$ cat src/rtl/fetch_pkg.sv
// Shared definitions for the instruction fetch sequencer: FSM encoding, entry layout and helpers.
package fetch_pkg;

  localparam int unsigned WORD_BYTES   = 4;
  localparam int unsigned ENTRY_ADDR_W = 32;
  localparam int unsigned ENTRY_DATA_W = 32;

  typedef enum logic [1:0] {
    ST_IDLE  = 2'd0,
    ST_RUN   = 2'd1,
    ST_FLUSH = 2'd2
  } fetch_state_e;

  typedef struct packed {
    logic [ENTRY_ADDR_W-1:0] pc;
    logic [ENTRY_DATA_W-1:0] instr;
  } fetch_entry_t;

  function automatic logic [31:0] sat_add32(input logic [31:0] a, input logic [31:0] b);
    logic [32:0] sum;
    sum = {1'b0, a} + {1'b0, b};
    return sum[32] ? 32'hFFFF_FFFF : sum[31:0];
  endfunction

endpackage

$ cat src/rtl/fetch_chk.sv
// Simulation checks on the fetch sequencer's FIFO and drop bookkeeping.
module fetch_chk #(
  parameter int unsigned CNT_W = 3
) (
  input logic             clk,
  input logic             rst,
  input logic             push,
  input logic             pop,
  input logic             full,
  input logic             empty,
  input logic             discard,
  input logic [CNT_W-1:0] drop
);

  a_push_when_full: assert property (@(posedge clk) disable iff (!rst) !(push && full));
  a_pop_when_empty: assert property (@(posedge clk) disable iff (!rst) !(pop && empty));
  a_drop_underflow: assert property (@(posedge clk) disable iff (!rst) !(discard && (drop == CNT_W'(0))));

endmodule

$ cat src/rtl/fetch_fifo.sv
// Prefetch queue of fetch_entry_t with occupancy count and a head read straight from storage.
module fetch_fifo
  import fetch_pkg::*;
#(
  parameter int unsigned DEPTH = 4
) (
  input  logic                     clk,
  input  logic                     rst,
  input  logic                     push,
  input  fetch_entry_t             push_data,
  input  logic                     pop,
  input  logic                     flush,
  output fetch_entry_t             head,
  output logic [$clog2(DEPTH):0]   count,
  output logic                     full,
  output logic                     empty
);

  localparam int unsigned PTR_W = $clog2(DEPTH);
  localparam int unsigned CNT_W = $clog2(DEPTH) + 1;

  fetch_entry_t     mem_r [DEPTH];
  logic [PTR_W-1:0] wr_ptr_r;
  logic [PTR_W-1:0] rd_ptr_r;
  logic [CNT_W-1:0] count_r;

  // Storage, pointers and occupancy; a flush empties the queue and wins over a coincident push.
  always_ff @(posedge clk or negedge rst) begin
    if (!rst) begin
      mem_r    <= '{default: '0};
      wr_ptr_r <= '0;
      rd_ptr_r <= '0;
      count_r  <= '0;
    end else if (flush) begin
      wr_ptr_r <= '0;
      rd_ptr_r <= '0;
      count_r  <= '0;
    end else begin
      if (push) begin
        mem_r[wr_ptr_r] <= push_data;
        wr_ptr_r        <= wr_ptr_r + PTR_W'(1);
      end
      if (pop) begin
        rd_ptr_r <= rd_ptr_r + PTR_W'(1);
      end
      case ({push, pop})
        2'b10:   count_r <= count_r + CNT_W'(1);
        2'b01:   count_r <= count_r - CNT_W'(1);
        default: count_r <= count_r;
      endcase
    end
  end

  assign head  = mem_r[rd_ptr_r];
  assign count = count_r;
  assign empty = (count_r == CNT_W'(0));
  assign full  = (count_r == CNT_W'(DEPTH));

endmodule

$ cat src/rtl/inst_fetch_ctrl.sv
// Instruction fetch sequencer: credit-limited reads, prefetch FIFO, branch flush of stale reads.
// Optional FETCH_PERF_EN adds saturating fetched/dropped performance counters.
module inst_fetch_ctrl
  import fetch_pkg::*;
#(
  parameter int unsigned       ADDR_W     = 32,
  parameter int unsigned       DATA_W     = 32,
  parameter int unsigned       FIFO_DEPTH = 4,
  parameter int unsigned       MEM_LAT    = 1,
  parameter logic [ADDR_W-1:0] RESET_PC   = '0
) (
  input  logic              clk,
  input  logic              rst,
  input  logic              freeze,
  input  logic              branch_taken,
  input  logic [ADDR_W-1:0] branch_addr,
  output logic              mem_req,
  output logic [ADDR_W-1:0] mem_addr,
  input  logic              mem_rvalid,
  input  logic [DATA_W-1:0] mem_rdata,
  output logic              if_valid,
  input  logic              if_ready,
  output logic [DATA_W-1:0] if_instr,
`ifdef FETCH_PERF_EN
  output logic [31:0]       perf_fetched,
  output logic [31:0]       perf_dropped,
`endif
  output logic [ADDR_W-1:0] if_pc
);

  localparam int unsigned CNT_W = $clog2(FIFO_DEPTH) + 1;
  localparam int unsigned SR_W  = MEM_LAT * ADDR_W;

  fetch_state_e      state_r, state_nxt_s;
  logic [ADDR_W-1:0] fetch_pc_r, fetch_pc_nxt_s;
  logic [CNT_W-1:0]  inflight_r, inflight_nxt_s;
  logic [CNT_W-1:0]  drop_r, drop_nxt_s;
  logic [CNT_W-1:0]  inflight_left_s, fifo_count_s;
  logic [SR_W-1:0]   addr_sr_r;
  logic              resp_s, discard_s, push_s, pop_s, issue_s;
  logic              fifo_full_s, fifo_empty_s;
  fetch_entry_t      push_entry_s, head_s;

  // Responses only count while reads are outstanding, so stale returns after reset vanish.
  assign resp_s          = mem_rvalid && (inflight_r != CNT_W'(0));
  assign discard_s       = resp_s && (drop_r != CNT_W'(0));
  assign push_s          = resp_s && !discard_s;
  assign pop_s           = if_valid && if_ready;
  assign inflight_left_s = inflight_r - CNT_W'(resp_s);
  assign issue_s         = (state_r == ST_RUN) && !freeze && !branch_taken &&
                           (({1'b0, fifo_count_s} + {1'b0, inflight_r}) < (CNT_W+1)'(FIFO_DEPTH));

  // Next state, next fetch PC and outstanding/drop bookkeeping.
  always_comb begin
    state_nxt_s    = state_r;
    fetch_pc_nxt_s = fetch_pc_r;
    inflight_nxt_s = inflight_r;
    drop_nxt_s     = drop_r;
    case ({issue_s, resp_s})
      2'b10:   inflight_nxt_s = inflight_r + CNT_W'(1);
      2'b01:   inflight_nxt_s = inflight_r - CNT_W'(1);
      default: inflight_nxt_s = inflight_r;
    endcase
    if (branch_taken) begin
      fetch_pc_nxt_s = {branch_addr[ADDR_W-1:2], 2'b00};
    end else if (issue_s) begin
      fetch_pc_nxt_s = fetch_pc_r + ADDR_W'(WORD_BYTES);
    end else begin
      fetch_pc_nxt_s = fetch_pc_r;
    end
    case (state_r)
      ST_IDLE: begin
        state_nxt_s = ST_RUN;
        drop_nxt_s  = drop_r;
      end
      ST_RUN: begin
        if (branch_taken && (inflight_left_s != CNT_W'(0))) begin
          state_nxt_s = ST_FLUSH;
          drop_nxt_s  = inflight_left_s;
        end else begin
          state_nxt_s = ST_RUN;
          drop_nxt_s  = drop_r;
        end
      end
      ST_FLUSH: begin
        drop_nxt_s = drop_r - CNT_W'(discard_s);
        if (drop_nxt_s == CNT_W'(0)) begin
          state_nxt_s = ST_RUN;
        end else begin
          state_nxt_s = ST_FLUSH;
        end
      end
      default: begin
        state_nxt_s = ST_IDLE;
        drop_nxt_s  = CNT_W'(0);
      end
    endcase
  end

  // Sequencer state registers.
  always_ff @(posedge clk or negedge rst) begin
    if (!rst) begin
      state_r    <= ST_IDLE;
      fetch_pc_r <= RESET_PC;
      inflight_r <= '0;
      drop_r     <= '0;
    end else begin
      state_r    <= state_nxt_s;
      fetch_pc_r <= fetch_pc_nxt_s;
      inflight_r <= inflight_nxt_s;
      drop_r     <= drop_nxt_s;
    end
  end

  // Request addresses delayed by the memory latency so each response finds its own PC on top.
  always_ff @(posedge clk or negedge rst) begin
    if (!rst) begin
      addr_sr_r <= '0;
    end else begin
      addr_sr_r <= (addr_sr_r << ADDR_W) | SR_W'(fetch_pc_r);
    end
  end

  assign push_entry_s = '{pc: addr_sr_r[SR_W-1 -: ADDR_W], instr: mem_rdata};

  fetch_fifo #(
    .DEPTH(FIFO_DEPTH)
  ) u_fifo (
    .clk      (clk),
    .rst      (rst),
    .push     (push_s),
    .push_data(push_entry_s),
    .pop      (pop_s),
    .flush    (branch_taken),
    .head     (head_s),
    .count    (fifo_count_s),
    .full     (fifo_full_s),
    .empty    (fifo_empty_s)
  );

  fetch_chk #(
    .CNT_W(CNT_W)
  ) u_chk (
    .clk    (clk),
    .rst    (rst),
    .push   (push_s),
    .pop    (pop_s),
    .full   (fifo_full_s),
    .empty  (fifo_empty_s),
    .discard(discard_s),
    .drop   (drop_r)
  );

  assign mem_req  = issue_s;
  assign mem_addr = fetch_pc_r;
  assign if_valid = !fifo_empty_s;
  assign if_instr = head_s.instr;
  assign if_pc    = head_s.pc;

`ifdef FETCH_PERF_EN
  logic [31:0]  perf_fetched_r, perf_dropped_r;
  logic [CNT_W:0] flushed_s;

  // Entries lost to a redirect include a same-cycle push but not a same-cycle pop.
  assign flushed_s = branch_taken ?
                     ({1'b0, fifo_count_s} - (CNT_W+1)'(pop_s) + (CNT_W+1)'(push_s)) : (CNT_W+1)'(0);

  // Saturating performance counters.
  always_ff @(posedge clk or negedge rst) begin
    if (!rst) begin
      perf_fetched_r <= 32'd0;
      perf_dropped_r <= 32'd0;
    end else begin
      perf_fetched_r <= sat_add32(perf_fetched_r, 32'(push_s));
      perf_dropped_r <= sat_add32(perf_dropped_r, 32'(flushed_s) + 32'(discard_s));
    end
  end

  assign perf_fetched = perf_fetched_r;
  assign perf_dropped = perf_dropped_r;
`endif

endmodule
$ cat config.mk
export PLATFORM = sky130hd
export DESIGN_NAME = inst_fetch_ctrl
export DESIGN_NICKNAME = d
export VERILOG_FILES = /design/src/rtl/fetch_pkg.sv /design/src/rtl/fetch_chk.sv /design/src/rtl/fetch_fifo.sv /design/src/rtl/inst_fetch_ctrl.sv
export SDC_FILE = /design/constraint.sdc
export NUM_CORES = 1
export LEC_CHECK = 0
export CORE_MARGIN = 4
export CORE_UTILIZATION = 60
export DETAILED_ROUTE_END_ITERATION = 12
export HOLD_SLACK_MARGIN = 0.12
export PLACE_DENSITY_LB_ADDON = 0.25
export SLEW_MARGIN = 0
export SYNTH_ARGS = -nofsm -noshare
export SYNTH_HDL_FRONTEND = slang
export SYNTH_SLANG_ARGS = --single-unit
$ cat constraint.sdc
create_clock -name clk -period 8.1 [get_ports clk]
set_input_delay 2.43 -clock clk [delete_from_list [all_inputs] [get_ports clk]]
set_output_delay 2.43 -clock clk [all_outputs]
set_load 0.05 [all_outputs]
# Word-level counts from Yosys, hierarchy flattened
# Cells that the tools add are included.
# totals
ff_bits	335
latch_bits	0
input_bits	70
out_inout_bits	98
wordCells	87
romBits	0
ram_bits	0
n_memories	0
# classes
div	0
mux	20
eq_ne	7
bitwise_logic	4
reduce_logical	26
shifts	0
n_mul	0
n_addsub	10
magnitude_cmp	4
# ops
operator	n
bitwise mux 256 bit	1
2-to-1 mux 64 bit	3
binary-select mux 64 bit (select 2 bit)	1
demux 64 bit (select 2 bit)	1
2-to-1 mux 32 bit	2
adder 32 x 3 -> 32 bit (second input constant)	1
2-to-1 mux 2 bit	6
case mux 3 bit (2 select lines)	2
nonzero test 3 bit	4
logical AND 1 bit	9
case mux 3 bit (3 select lines)	1
nonzero test 2 bit	4
adder 3 x 1 -> 3 bit (second input constant)	2
== test 2 x 1 -> 1 bit (second input constant)	3
== test 2 bit (second input constant)	3
>= comparator 3 bit (second input constant)	2
logical NOT 3 bit	2
2-to-1 mux 3 bit	2
inverter 2 -> 3 bit	2
case mux 2 bit (3 select lines)	1
subtractor 3 x 1 -> 3 bit	2
subtractor 3 x 1 -> 3 bit (second input constant)	2
adder 2 x 1 -> 2 bit (second input constant)	2
adder 3 x 3 -> 4 bit	1
other kinds (7)	12

# Logic depth before layout (Yosys ltp)
# Gate-level depths: netlist of run 1.
# logic_depth
depth_word	8
mapped_depth	12

# Modules after synthesis
# A second synthesis of run 1 with hierarchy kept.
# hier_totals
cells_unflattened	956
area_unflattened_um2	15906.5
# modules_own_cells
module	area_each_um2	seq_area_each_um2	cells_per_inst	instances
fetch_fifo	12719.7	6581.3	658	1
inst_fetch_ctrl	3186.8	1701.6	298	1

# Least setup slack after synthesis of run 1
# No wires, ideal clock.
# synth_path
kind	input -> output
from	input port freeze
to	output port mem_req
arrival_time_ns	3.782
stages	5
setup_slack_ns	1.888
t_required_ns	5.670
cell_sequence	nor4b_4 -> nand3_2 -> buf_2 -> or2_2 -> inv_1
# synth_via
elab_chain_len	4
# synth_rtl
item	line	source
start: declaration	inst_fetch_ctrl.sv:14	input logic freeze,
logical NOT 1 bit	inst_fetch_ctrl.sv:50	assign issue_s = (state_r == ST_RUN) && !freeze && !branch_taken &&
logical AND 1 bit (3 in series)	inst_fetch_ctrl.sv:50	
end: declaration	inst_fetch_ctrl.sv:17	output logic mem_req,
# No other way between the ends.

# Final worst setup path of run 1
# Ends and elaborated chain as after synthesis.

==> summary.txt, run 1 <==
Run status
  – Outcome: finished clean

Critical path
  – Critical path, cell by cell: clkdlybuf4s50_1, nor4b_4, nand3_2, buf_4, or2_2, inv_1, clkdlybuf4s50_1
  – CP required: 5.67 ns
  – Critical path's top delay family: buffers and inverters
  – Worst setup SP type: input pin
  – Slowest cell on crit path: clkdlybuf4s50_1
  – Critical Path End Type: output port
  – Critical path class: input pin to output port
  – CP peak stage delay: 0.79 ns
  – CP bufs+invs: 4
  – Worst-path maximum fanout: 13
  – Most used cell along the critical path: clkdlybuf4s50_1
  – CP Data Arrival Time: approximately 4.7 ns

Yosys
  – Post-synth top area cell: dfrtp_1
  – Register area share after synthesis: 57.0%
  – Yosys reg bits: 323
  – Synth unique cells: 46
  – Ys Warns: 0
  – Top-area cell type share of the netlist area: 57.0%
  – Synth area leaders: dfrtp_1 (57%), mux2_2 (20%), mux4_2 (9.8%), xnor2_1 (1.4%), ha_1 (1.4%)
  – Post-Synthesis Cells: around 930
  – Syn Area/Cell: 15.3 µm²
  – Post-synthesis cell area: 14200 µm²

Cells and area
  – Final net count: 1169
  – Design area: 17200 µm²
  – # diodes: 0
  – Area of the multi-input gates: 5810 µm²
  – Final Util: 73.7%
  – Most frequent cells in the layout: dfrtp_1 (321), mux2_2 (254), clkdlybuf4s50_1 (159)
  – Synth-to-Final Area Change: 21.2%
  – Layout cells sized above 1: a little over a third
  – Fill count: 1525
  – Commonest non-fill, non-tap cell in the layout: dfrtp_1
  – Register area: ~8100 µm²

Route
  – Detailed-route via count: 8188
  – DRC marker count from the first detailed-route iteration: 409
  – Antenna Nets Post-Route: 0
  – Detailed Routing Iterations Pass 1: 4
  – DR vias/cell: 5.75
  – Routed WL per cell: 20.1 µm
  – DRC violations left: 0
  – Final wirelength: about 29 mm

STA
  – RSZ-0062 raised after global routing: no
  – Fin Setup TNS: 0 ns
  – Clock Skew: 0.0170 ns
  – Fmax: 139 MHz
  – # setup viols final: 0
  – Final min period: 7.17 ns
  – Final hold vios: 0
  – Slew Limit Fails: 0
  – Tcrit/Tclk final: 88.5%
  – Rel. slew slack: 28.8%
  – Worst Max-Slew Pin Slew: approximately 1.1 ns

Global routing
  – Initial antenna violation count: 0
  – Number of global-route vias before repair: 8880
  – Total global routing overflow: 0
  – All-layer global routing usage: around 22%
  – Largest net degree at the start of global routing: 120
  – First-pass GRT wire length: 46.7 mm

Floorplanning
  – I/O pins: 168
  – Core box area: 23300 µm²
  – Die Area: 26200 µm²
  – Initial cell density of the core: 60.8%
  – Num rows: 56
  – Die height: 162 µm
  – Die W: 162 µm

Placed design
  – Post-DP HPWL: 17.3 mm
  – Port-buffer cells: 161
  – GPL Wtd Cong: 0.798
  – Post-Place Cell Area: 16000 µm²

Clock tree
  – Cts hold-fix bufs: 0
  – Longest Clk Path Bufs: 3
  – Clk_lat worst skew: roughly 0.50 ns
  – Total number of H-tree levels: 2
  – Resized Gates After CTS: 0
  – TritonCTS clock tree: built
  – Worst-path clk slew: 0.06 ns
  – Setup Buffers After CTS: 0
  – CTS buffer count: 35
  – Root Buffer: clkbuf_16
  – Clock sink total: 323

Power
  – P_leak: ~7.6 nW
  – Max VDD drop: 0.000236 V
  – Pwr Density: 418 nW/µm²
  – Tot Pwr: 7.18 mW

Min path
  – Worst min-delay path class: flip-flop to flip-flop

Run
  – # Max-Cap Violations: 0
final timing paths:
path / start / end / slack (ns) / cells after the start
max: freeze / mem_req / 0.93 / 7
min: mem_addr[26]$_DFFE_PN0N_ / addr_sr_r[26]$_DFF_PN0_ / 0.47 / 0
max reg2reg: drop_r[2]$_DFFE_PN0P_ / u_fifo.mem_r[215]$_DFFE_PN0P_ / 5.36 / 4
min reg2reg: mem_addr[26]$_DFFE_PN0N_ / addr_sr_r[26]$_DFF_PN0_ / 0.47 / 0
max in group asynchronous: rst / u_fifo.mem_r[164]$_DFFE_PN0P_ / 4.61 / 2
min in group asynchronous: rst / u_fifo.mem_r[215]$_DFFE_PN0P_ / 2.02 / 1
per-layer routing:
layer  vias to the layer above  GRT usage (%)  part of all wire, %
met3                        31           4.26                  4.7
met1                      4307           32.1                   45
met4                         0           4.61                  1.4
met2                       177           36.4                   49
met5                         -              0                    0
li1                       3673              -                    -
area by class of cell:
type / count / area share [%]
Timing Repair Buffer: 167 / 9.70
Sequential cell: 323 / 47.0
Clock buffer: 53 / 5.91
Multi-Input combinational cell: 537 / 33.8
Clock inverter: 9 / 0.858
Tap cell: 319 / 2.32
Inverter: 17 / 0.371
cell usage after synthesis, drive strengths merged:
library cell,n
dfrtp,323
mux2,254
mux4,62
nand2,44
buf,40
o21ai,28
xnor2,23
inv,17
xor2,17
ha,16
nand3,15
nor2,15
clkbuf,13
nand4,10
nor4,10
nor3,5
a21oi,4
and4,4
mux2i,4
and3,3
fa,2
o22ai,2
or3,2
a211oi,1
a32o,1
and3b,1
conb,1
nand2b,1
nand3b,1
nor2b,1
nor3b,1
nor4b,1
o21bai,1
o31a,1
o31ai,1
or2,1
or4,1
report_power, final:
part | switching (mW) | leakage (nW) | internal [mW]
clock network | 0.608 | 0.565 | 0.993
logic | 1.62 | 2.97 | 1.39
registers | 0.385 | 4.12 | 2.19
total | 2.61 | 7.65 | 4.57
flip-flops by register name, indices dropped and copies added, names as in the netlist:
signal	cells
inflight_r	3
u_fifo.count	3
u_fifo.wr_ptr_r	2
addr_sr_r	30
u_fifo.rd_ptr_r	2
drop_r	3
u_fifo.mem_r	248
state_r	2
mem_addr	30
kinds of logic (layout without fill, tap and decap cells):
family	after synthesis	count (layout)	share of synthesized area (%)
adder cells (fa/ha/maj)	18	18	1.69
buffers and inverters	70	246	2.33
other	1	4	0.0264
AND/OR/NAND/NOR	116	116	4.71
flip-flops	323	323	57.0
AO/OA/AOI/OAI	39	39	1.51
XOR/XNOR	40	40	2.47
multiplexers	320	320	30.3
through the flow:
stage,hold slack [ns],worst slack (ns),std cells
detailed placement,0.456,0.930,1363
global placement,0.454,0.928,1363
global route,0.488,0.808,1425
finish,0.471,0.930,1425
CTS,0.470,0.920,1425
floorplan,0.474,1.89,930
(Power assumes the default switching activity.)
==> run 2, diff against run 1 <==
--- a/config.mk
+++ b/config.mk
@@ -5,8 +5,9 @@
 export SDC_FILE = /design/constraint.sdc
 export NUM_CORES = 1
 export LEC_CHECK = 0
+export ABC_AREA = 1
 export CORE_MARGIN = 4
-export CORE_UTILIZATION = 60
+export CORE_UTILIZATION = 61
 export DETAILED_ROUTE_END_ITERATION = 12
 export HOLD_SLACK_MARGIN = 0.12
 export PLACE_DENSITY_LB_ADDON = 0.25
==> run 2 against run 1 <==
  * Synthesized cell count grew 110%
  * Largest power group unchanged
  * Via count grew 70%
  * Die area grew 8.0%
  * Combinational power grew 8.3%
  * Design area grew 6.0%
  * Critical endpoint unchanged
  * Area after synthesis grew 10%
==> summary.txt, run 2 <==
Yosys
  – Cell with the most instances after synthesis: nand2_1
  – Synth cell count leaders: nand2_1 (704), dfrtp_1 (323), o21ai_1 (210), o21ai_0 (183), nor2_1 (181)
  – Async set-reset flop share out of synthesis: 100% (unchanged)
  – Syn Area/Cell: 7.95 µm² (-48%)
  – Synth unique cells: 37 (-20%)
  – Ys Warns: 0 (unchanged)
  – Synth area leaders: dfrtp_1 (52%), nand2_1 (17%), o21ai_1 (6.7%), o21ai_0 (5.9%), nor2_1 (4.3%)
  – Post-synth top area cell: dfrtp_1
  – Register area share after synthesis: 51.7% (-5.3 points)
  – Post-synthesis cell area: 15600 µm² (+10%)
  – Top-area cell type share of the netlist area: 51.7% (-5.3 points)
  – Post-Synthesis Cells: 1969 (+110%)
  – Yosys reg bits: 323 (unchanged)
  – Ys flop type: dfrtp_1
  – Post-synth EDFFs: 0 (unchanged)

Placed design
  – Port-buffer cells: 161 (unchanged)
  – Post-DP HPWL: 23.2 mm (+34%)
  – GPL Wtd Cong: 0.934 (+17%)
  – Post-Place Cell Area: 17100 µm² (+6.6%)
  – Post-Place Cells: 2354 (+73%)

Cells and area
  – Final net count: 2149 (+84%)
  – Design area: 18200 µm² (+6.0%)
  – Fill count: 1903 (+25%)
  – Most frequent cells in the layout: nand2_1 (704), dfrtp_1 (321), o21ai_1 (210)
  – # diodes: 0 (unchanged)
  – Final std cells w/o fill: 2415 (+69%)
  – Synth-to-Final Area Change: 16.5%
  – Layout cells sized above 1: 4.65% (-31 points)
  – Commonest non-fill, non-tap cell in the layout: nand2_1
  – Final Util: 72.4% (-1.3 points)
  – Biggest register: u_fifo.mem_r
  – Number of flip-flops in the largest register: 248 (unchanged)

Clock tree
  – TritonCTS clock tree: built
  – Setup Buffers After CTS: 0 (unchanged)
  – Worst-path clk slew: 0.06 ns (about the same)
  – Total number of H-tree levels: 2 (unchanged)
  – Cts hold-fix bufs: 0 (unchanged)
  – Clk_lat worst skew: 0.51 ns (about the same)
  – Longest Clk Path Bufs: 3 (unchanged)
  – Root Buffer: clkbuf_16
  – Resized Gates After CTS: 0 (unchanged)
  – Clock sink total: 323 (unchanged)
  – CTS buffer count: 35 (unchanged)

Route
  – Final wirelength: 42.1 mm (+47%)
  – Antenna Nets Post-Route: 0 (unchanged)
  – Routed WL per cell: 17.4 µm (-13%)
  – DRC marker count from the first detailed-route iteration: 1712 (+320%)
  – DR vias/cell: 5.76 (+0.25%)
  – Detailed Routing Iterations Pass 1: 6 (+2)
  – DRC violations left: 0 (unchanged)
  – Detailed-route via count: 13911 (+70%)

Critical path
  – CP bufs+invs: 2 (-2)
  – CP required: 5.67 ns (about the same)
  – Critical path's top delay family: buffers and inverters
  – Most used cell along the critical path: clkdlybuf4s50_1
  – Slowest cell on crit path: clkdlybuf4s50_1
  – Critical path, cell by cell: clkdlybuf4s50_1, nor2_2, nand2_1, nor2_4, clkdlybuf4s50_1
  – Flop2flop setup slack: 5.26 ns (-0.10 ns)
  – Worst setup SP type: input pin
  – Worst-path maximum fanout: 2 (-11)
  – CP Data Arrival Time: 4.24 ns (-0.50 ns)
  – Critical Path End Type: output port
  – CP peak stage delay: 0.82 ns (+0.03 ns)
  – Critical path class: input pin to output port

Floorplanning
  – Die height: 168 µm (+3.9%)
  – Num rows: 58 (+3.6%)
  – Die Area: 28300 µm² (+8.0%)
  – Initial cell density of the core: 62.1% (+1.3 points)
  – I/O pins: 168 (unchanged)
  – Core box area: 25200 µm² (+7.9%)
  – Die W: 168 µm (+3.9%)

STA
  – Fmax: 150 MHz (+7.5%)
  – Final min period: 6.67 ns (-0.500 ns)
  – Slew Limit Fails: 0 (unchanged)
  – Fin Setup TNS: 0 ns (unchanged)
  – Final hold vios: 0 (unchanged)
  – Worst Max-Slew Pin Slew: 1.08 ns (+0.0105 ns)
  – Rel. slew slack: 28.1% (-0.70 points)
  – RSZ-0062 raised after global routing: no
  – # setup viols final: 0 (unchanged)
  – Tcrit/Tclk final: 82.3% (-6.2 points)
  – Clock Skew: 0.0133 ns (-0.00360 ns)

Global routing
  – Number of global-route vias before repair: 13815 (+56%)
  – All-layer global routing usage: 29.8% (+7.5 points)
  – First-pass GRT wire length: 69.6 mm (+49%)
  – Largest net degree at the start of global routing: 175 (+46%)
  – Total global routing overflow: 0 (unchanged)
  – Initial antenna violation count: 0 (unchanged)

Min path
  – Worst min-delay path class: flip-flop to flip-flop

Power
  – Max VDD drop: 0.000289 V (+23%)
  – Tot Pwr: 7.39 mW (+2.9%)
  – Pwr Density: 406 nW/µm² (-2.9%)
  – P_leak: 9.11 nW (+19%)

Run status
  – Outcome: finished clean

Run
  – # Max-Cap Violations: 0 (unchanged)
[run 2: cell types whose count changed after synthesis, moves of 22 or more]
cell	previous run	this run
o21ai_1	5	210
clkbuf_1	13	48
inv_1	17	70
o22ai_1	2	64
buf_6	1	23
mux4_2	62	0
nor2_1	15	181
mux2_2	254	0
o21ai_0	23	183
nand2_1	44	704
[run 2: cell families after synthesis]
group	share of synthesized area, %
compound gates	15.7
fa+ha+maj	1.54
simple gates	23.6
xor+xnor	0.840
flops	51.7
other cells	0.0240
buf+inv	6.71
[run 2: through the flow]
step	setup slack [ns]	hold slack [ns]
floorplan	2.29	0.441
global placement	1.43	0.455
detailed placement	1.41	0.457
CTS	1.40	0.474
global route	1.33	0.491
finish	1.43	0.469
[run 2: worst paths after layout]
| check | end | startpoint | cells after the start |
|---|---|---|---|
| worst max-delay path | mem_req | branch_taken | 5 |
| worst min-delay path | addr_sr_r[28]$_DFF_PN0_ | mem_addr[28]$_DFFE_PN0N_ | 0 |
| worst max register to register | u_fifo.mem_r[39]$_DFFE_PN0P_ | drop_r[0]$_DFFE_PN0P_ | 8 |
| worst min register to register | addr_sr_r[28]$_DFF_PN0_ | mem_addr[28]$_DFFE_PN0N_ | 0 |
| max in group asynchronous | u_fifo.mem_r[109]$_DFFE_PN0P_ | rst | 2 |
| min in group asynchronous | u_fifo.mem_r[24]$_DFFE_PN0P_ | rst | 1 |
[run 2: cell type report]
class	count	area [µm²]	share of cell area (%)
Clock buffer	54	1100	6.03
Inverter	78	294	1.61
Timing Repair Buffer	180	1770	9.72
Sequential cell	323	8090	44.4
Clock inverter	7	40.0	0.220
Tap cell	330	413	2.26
Multi-Input combinational cell	1443	6520	35.8
[run 2: metal layers]
metal / track usage [%] / vias up / routed length, µm
li1: - / 6575 / -
met1: 41.6 / 6565 / 17300
met2: 48.7 / 694 / 20100
met3: 4.70 / 77 / 3740
met4: 8.89 / 0 / 903
met5: 0 / - / 0
[run 2: power breakdown]
part / switching, mW / leakage (nW) / internal, mW
clock network: 0.635 / 0.562 / 0.933
registers: 0.385 / 4.19 / 2.18
logic: 2.28 / 4.35 / 0.984
total: 3.30 / 9.11 / 4.10
[run 2: worst register-to-register path, delay by kind of cell, from the launching register on]
kind	cells	cell delay (ns)
DFF	1	0.39
and+or+nand+nor	7	1.75
buffers and inverters	1	0.63
==> run 3, diff against run 2 <==
--- a/config.mk
+++ b/config.mk
@@ -7,7 +7,7 @@
 export LEC_CHECK = 0
 export ABC_AREA = 1
 export CORE_MARGIN = 4
-export CORE_UTILIZATION = 61
+export CORE_UTILIZATION = 52
 export DETAILED_ROUTE_END_ITERATION = 12
 export HOLD_SLACK_MARGIN = 0.12
 export PLACE_DENSITY_LB_ADDON = 0.25
==> constraint.sdc (replaced) <==
create_clock -name clk -period 6 [get_ports clk]
set_input_delay 1.8 -clock clk [delete_from_list [all_inputs] [get_ports clk]]
set_output_delay 1.8 -clock clk [all_outputs]
set_load 0.05 [all_outputs]
==> run 3 against run 2 <==
  * Clock-buffer cell count rose by 1
  * Via count down 0.67%
  * Sequential power increased by 34%
  * Die area is 16% higher
  * Non-clock buffer count grew 5
  * Design area up 1.1%
  * Critical path type is now flip-flop to output port
==> summary.txt, run 3 (synthesized netlist as in run 2, its figures left out) <==
Floorplanning
  – Core box area: 29600 µm² (+18%)
  – I/O pins: 168 (unchanged)
  – Die height: 181 µm (+7.9%)
  – Die W: 181 µm (+7.9%)
  – Die Area: 32900 µm² (+16%)
  – Num rows: 63 (+8.6%)
  – Initial cell density of the core: 52.8% (-9.3 points)

Run status
  – Outcome: finished clean

Critical path
  – Worst r2r src: drop_r[2]$_DFFE_PN0P_
  – Critical path class: flip-flop to output port
  – RR Endpoint: u_fifo.mem_r[123]$_DFFE_PN0P_
  – CP required: 4.20 ns (-1.47 ns)
  – Worst Reg-to-Reg Cells: 8 (unchanged)
  – CP bufs+invs: 3 (+1)
  – Critical path, cell by cell: inv_2, buf_4, o21ai_0, o22ai_1, clkdlybuf4s50_1
  – Worst-path maximum fanout: 53 (+51)
  – Slowest cell on crit path: clkdlybuf4s50_1
  – Worst setup SP type: flip-flop
  – Critical path's top delay family: buffers and inverters
  – Flop2flop setup slack: 3.47 ns (-1.79 ns)
  – CP peak stage delay: 0.87 ns (+0.05 ns)
  – CP Data Arrival Time: 3.40 ns (-0.84 ns)
  – Critical Path End Type: output port

STA
  – # setup viols final: 0 (unchanged)
  – RSZ-0062 raised after global routing: no
  – Post-route setup slack: 0.805 ns (-0.625 ns)
  – Clock Skew: 0.0133 ns (-0.0000854 ns)
  – Final hold vios: 0 (unchanged)
  – Tcrit/Tclk final: between 80 and 90%
  – Worst Max-Slew Pin Slew: 1.16 ns (+0.0869 ns)
  – Fmax: 192 MHz
  – Final min period: between 5 and 6 ns
  – Rel. slew slack: 22.4% (-5.8 points)
  – Fin Setup TNS: 0 ns (unchanged)
  – Slew Limit Fails: 0 (unchanged)

Global routing
  – All-layer global routing usage: 25.6% (-4.1 points)
  – Total global routing overflow: 0 (unchanged)
  – Largest net degree at the start of global routing: 126 (-28%)
  – Initial antenna violation count: 1 (+1)
  – First-pass GRT wire length: 69.9 mm (+0.46%)
  – Number of global-route vias before repair: 13464 (-2.5%)

Cells and area
  – Final Util: 62.2% (-10 points)
  – Most frequent cells in the layout: nand2_1 (704), dfrtp_1 (321), o21ai_1 (210)
  – Biggest register: u_fifo.mem_r
  – Synth-to-Final Area Change: 17.8%
  – Final std cells w/o fill: 2481 (+2.7%)
  – Fill count: 2609 (+37%)
  – # diodes: 0 (unchanged)
  – Design area: 18400 µm² (+1.1%)
  – Commonest non-fill, non-tap cell in the layout: nand2_1
  – Layout cells sized above 1: 4.88% (+0.23 points)
  – Final net count: 2155 (+0.28%)
  – Number of flip-flops in the largest register: 248 (unchanged)

Route
  – Detailed Routing Iterations Pass 1: 5 (-1)
  – Final wirelength: 42.8 mm (+1.7%)
  – DRC marker count from the first detailed-route iteration: 1186 (-31%)
  – Routed WL per cell: 17.2 µm (-1.0%)
  – DRC violations left: 0 (unchanged)
  – Detailed-route via count: 13818 (-0.67%)
  – DR vias/cell: 5.57 (-3.3%)
  – Antenna Nets Post-Route: 0 (unchanged)

Min path
  – End of the worst hold path: u_fifo.mem_r[170]$_DFFE_PN0P_
  – Worst min-delay path class: flip-flop to flip-flop
  – Hold depth: 2 (+2)
  – Hold path startpoint: u_fifo.mem_r[170]$_DFFE_PN0P_

Clock tree
  – Root Buffer: clkbuf_16
  – Resized Gates After CTS: 0 (unchanged)
  – Clk_lat worst skew: 0.51 ns (about the same)
  – TritonCTS clock tree: built
  – Cts hold-fix bufs: 0 (unchanged)
  – Clock sink total: 323 (unchanged)
  – CTS buffer count: 36 (+2.9%)
  – Total number of H-tree levels: 2 (unchanged)
  – Setup Buffers After CTS: 0 (unchanged)
  – Worst-path clk slew: 0.06 ns (about the same)
  – Longest Clk Path Bufs: 3 (unchanged)

Placed design
  – Pre-CTS WS: 1.19 ns (-0.229 ns)
  – Post-Place Cell Area: 17300 µm² (+0.94%)
  – GPL Wtd Cong: 0.868 (-7.0%)
  – Post-Place Cells: 2419 (+2.8%)
  – Port-buffer cells: 161 (unchanged)
  – Post-DP HPWL: 24.5 mm (+5.5%)

Power
  – P_leak: 9.17 nW (+0.74%)
  – Max VDD drop: 0.000308 V (+6.5%)
  – Pwr Density: 546 nW/µm² (+35%)

Run
  – # Max-Cap Violations: 0 (unchanged)
-- run 3: changes by cell type in the layout (fill, tap and decap cells not counted) --
cell and change:
clkbuf_8 -1, buf_12 +4, bufinv_16 +2, clkdlybuf4s50_1 -1
buf_4 +2, clkbuf_1 +2, clkinvlp_4 -2
-- run 3: how the worst max path moves through the flow --
stage          slack [ns]                           end                      startpoint  cells past startpoint
5_1_grt              0.67                     if_pc[10]  u_fifo.rd_ptr_r[1]$_DFFE_PN0P_                      5
3_5_place_dp         1.19  u_fifo.mem_r[95]$_DFFE_PN0P_                    branch_taken                      8
2_1_floorplan        1.45                       mem_req                    branch_taken                      5
3_3_place_gp         1.21                       mem_req                    branch_taken                      5
6_report             0.80                     if_pc[10]  u_fifo.rd_ptr_r[1]$_DFFE_PN0P_                      5
4_1_cts              0.80                     if_pc[10]  u_fifo.rd_ptr_r[1]$_DFFE_PN0P_                      5
-- run 3: cell type report --
cell class | instances | area, µm² | share of cell area, %
multi-input cells | 1443 | 6520 | 35.4
clock buffers | 55 | 1090 | 5.93
repair buffers | 185 | 1860 | 10.1
well taps | 390 | 488 | 2.65
flip-flops and latches | 323 | 8090 | 43.9
clock inverters | 7 | 85.1 | 0.462
inverters | 78 | 294 | 1.60
-- run 3: where the power goes --
group	switching, mW	leakage (nW)	internal [mW]
clock network	0.848	0.585	1.34
logic	3.08	4.40	1.35
registers	0.501	4.19	2.95
-- run 3: stage by stage --
step / power [mW] / hold WS, ns
global route: 10.7 / 0.493
detailed placement: 7.90 / 0.463
floorplan: 6.48 / 0.441
global placement: 7.78 / 0.456
CTS: 10.1 / 0.476
finish: 10.1 / 0.473
-- run 3: layer usage --
layer / share of wire (%) / global-route usage [%] / wire length [µm] / vias up
met4: 1.8 / 6.51 / 750 / 2
met3: 7.8 / 3.87 / 3340 / 61
met1: 43 / 36.1 / 18300 / 6582
li1: - / - / - / 6576
met5: 0.016 / 0 / 7 / -
met2: 48 / 42.2 / 20400 / 597
-- run 3: worst register-to-register path: stages, from the launching register on --
cell	delay, ns
dfrtp_1	0.41
nor2_1	0.11
nand2_1	0.15
nor2_8	0.20
nand2_8	0.29
nor2_4	0.61
buf_4	0.46
nand2_1	0.13
nand2_1	0.10
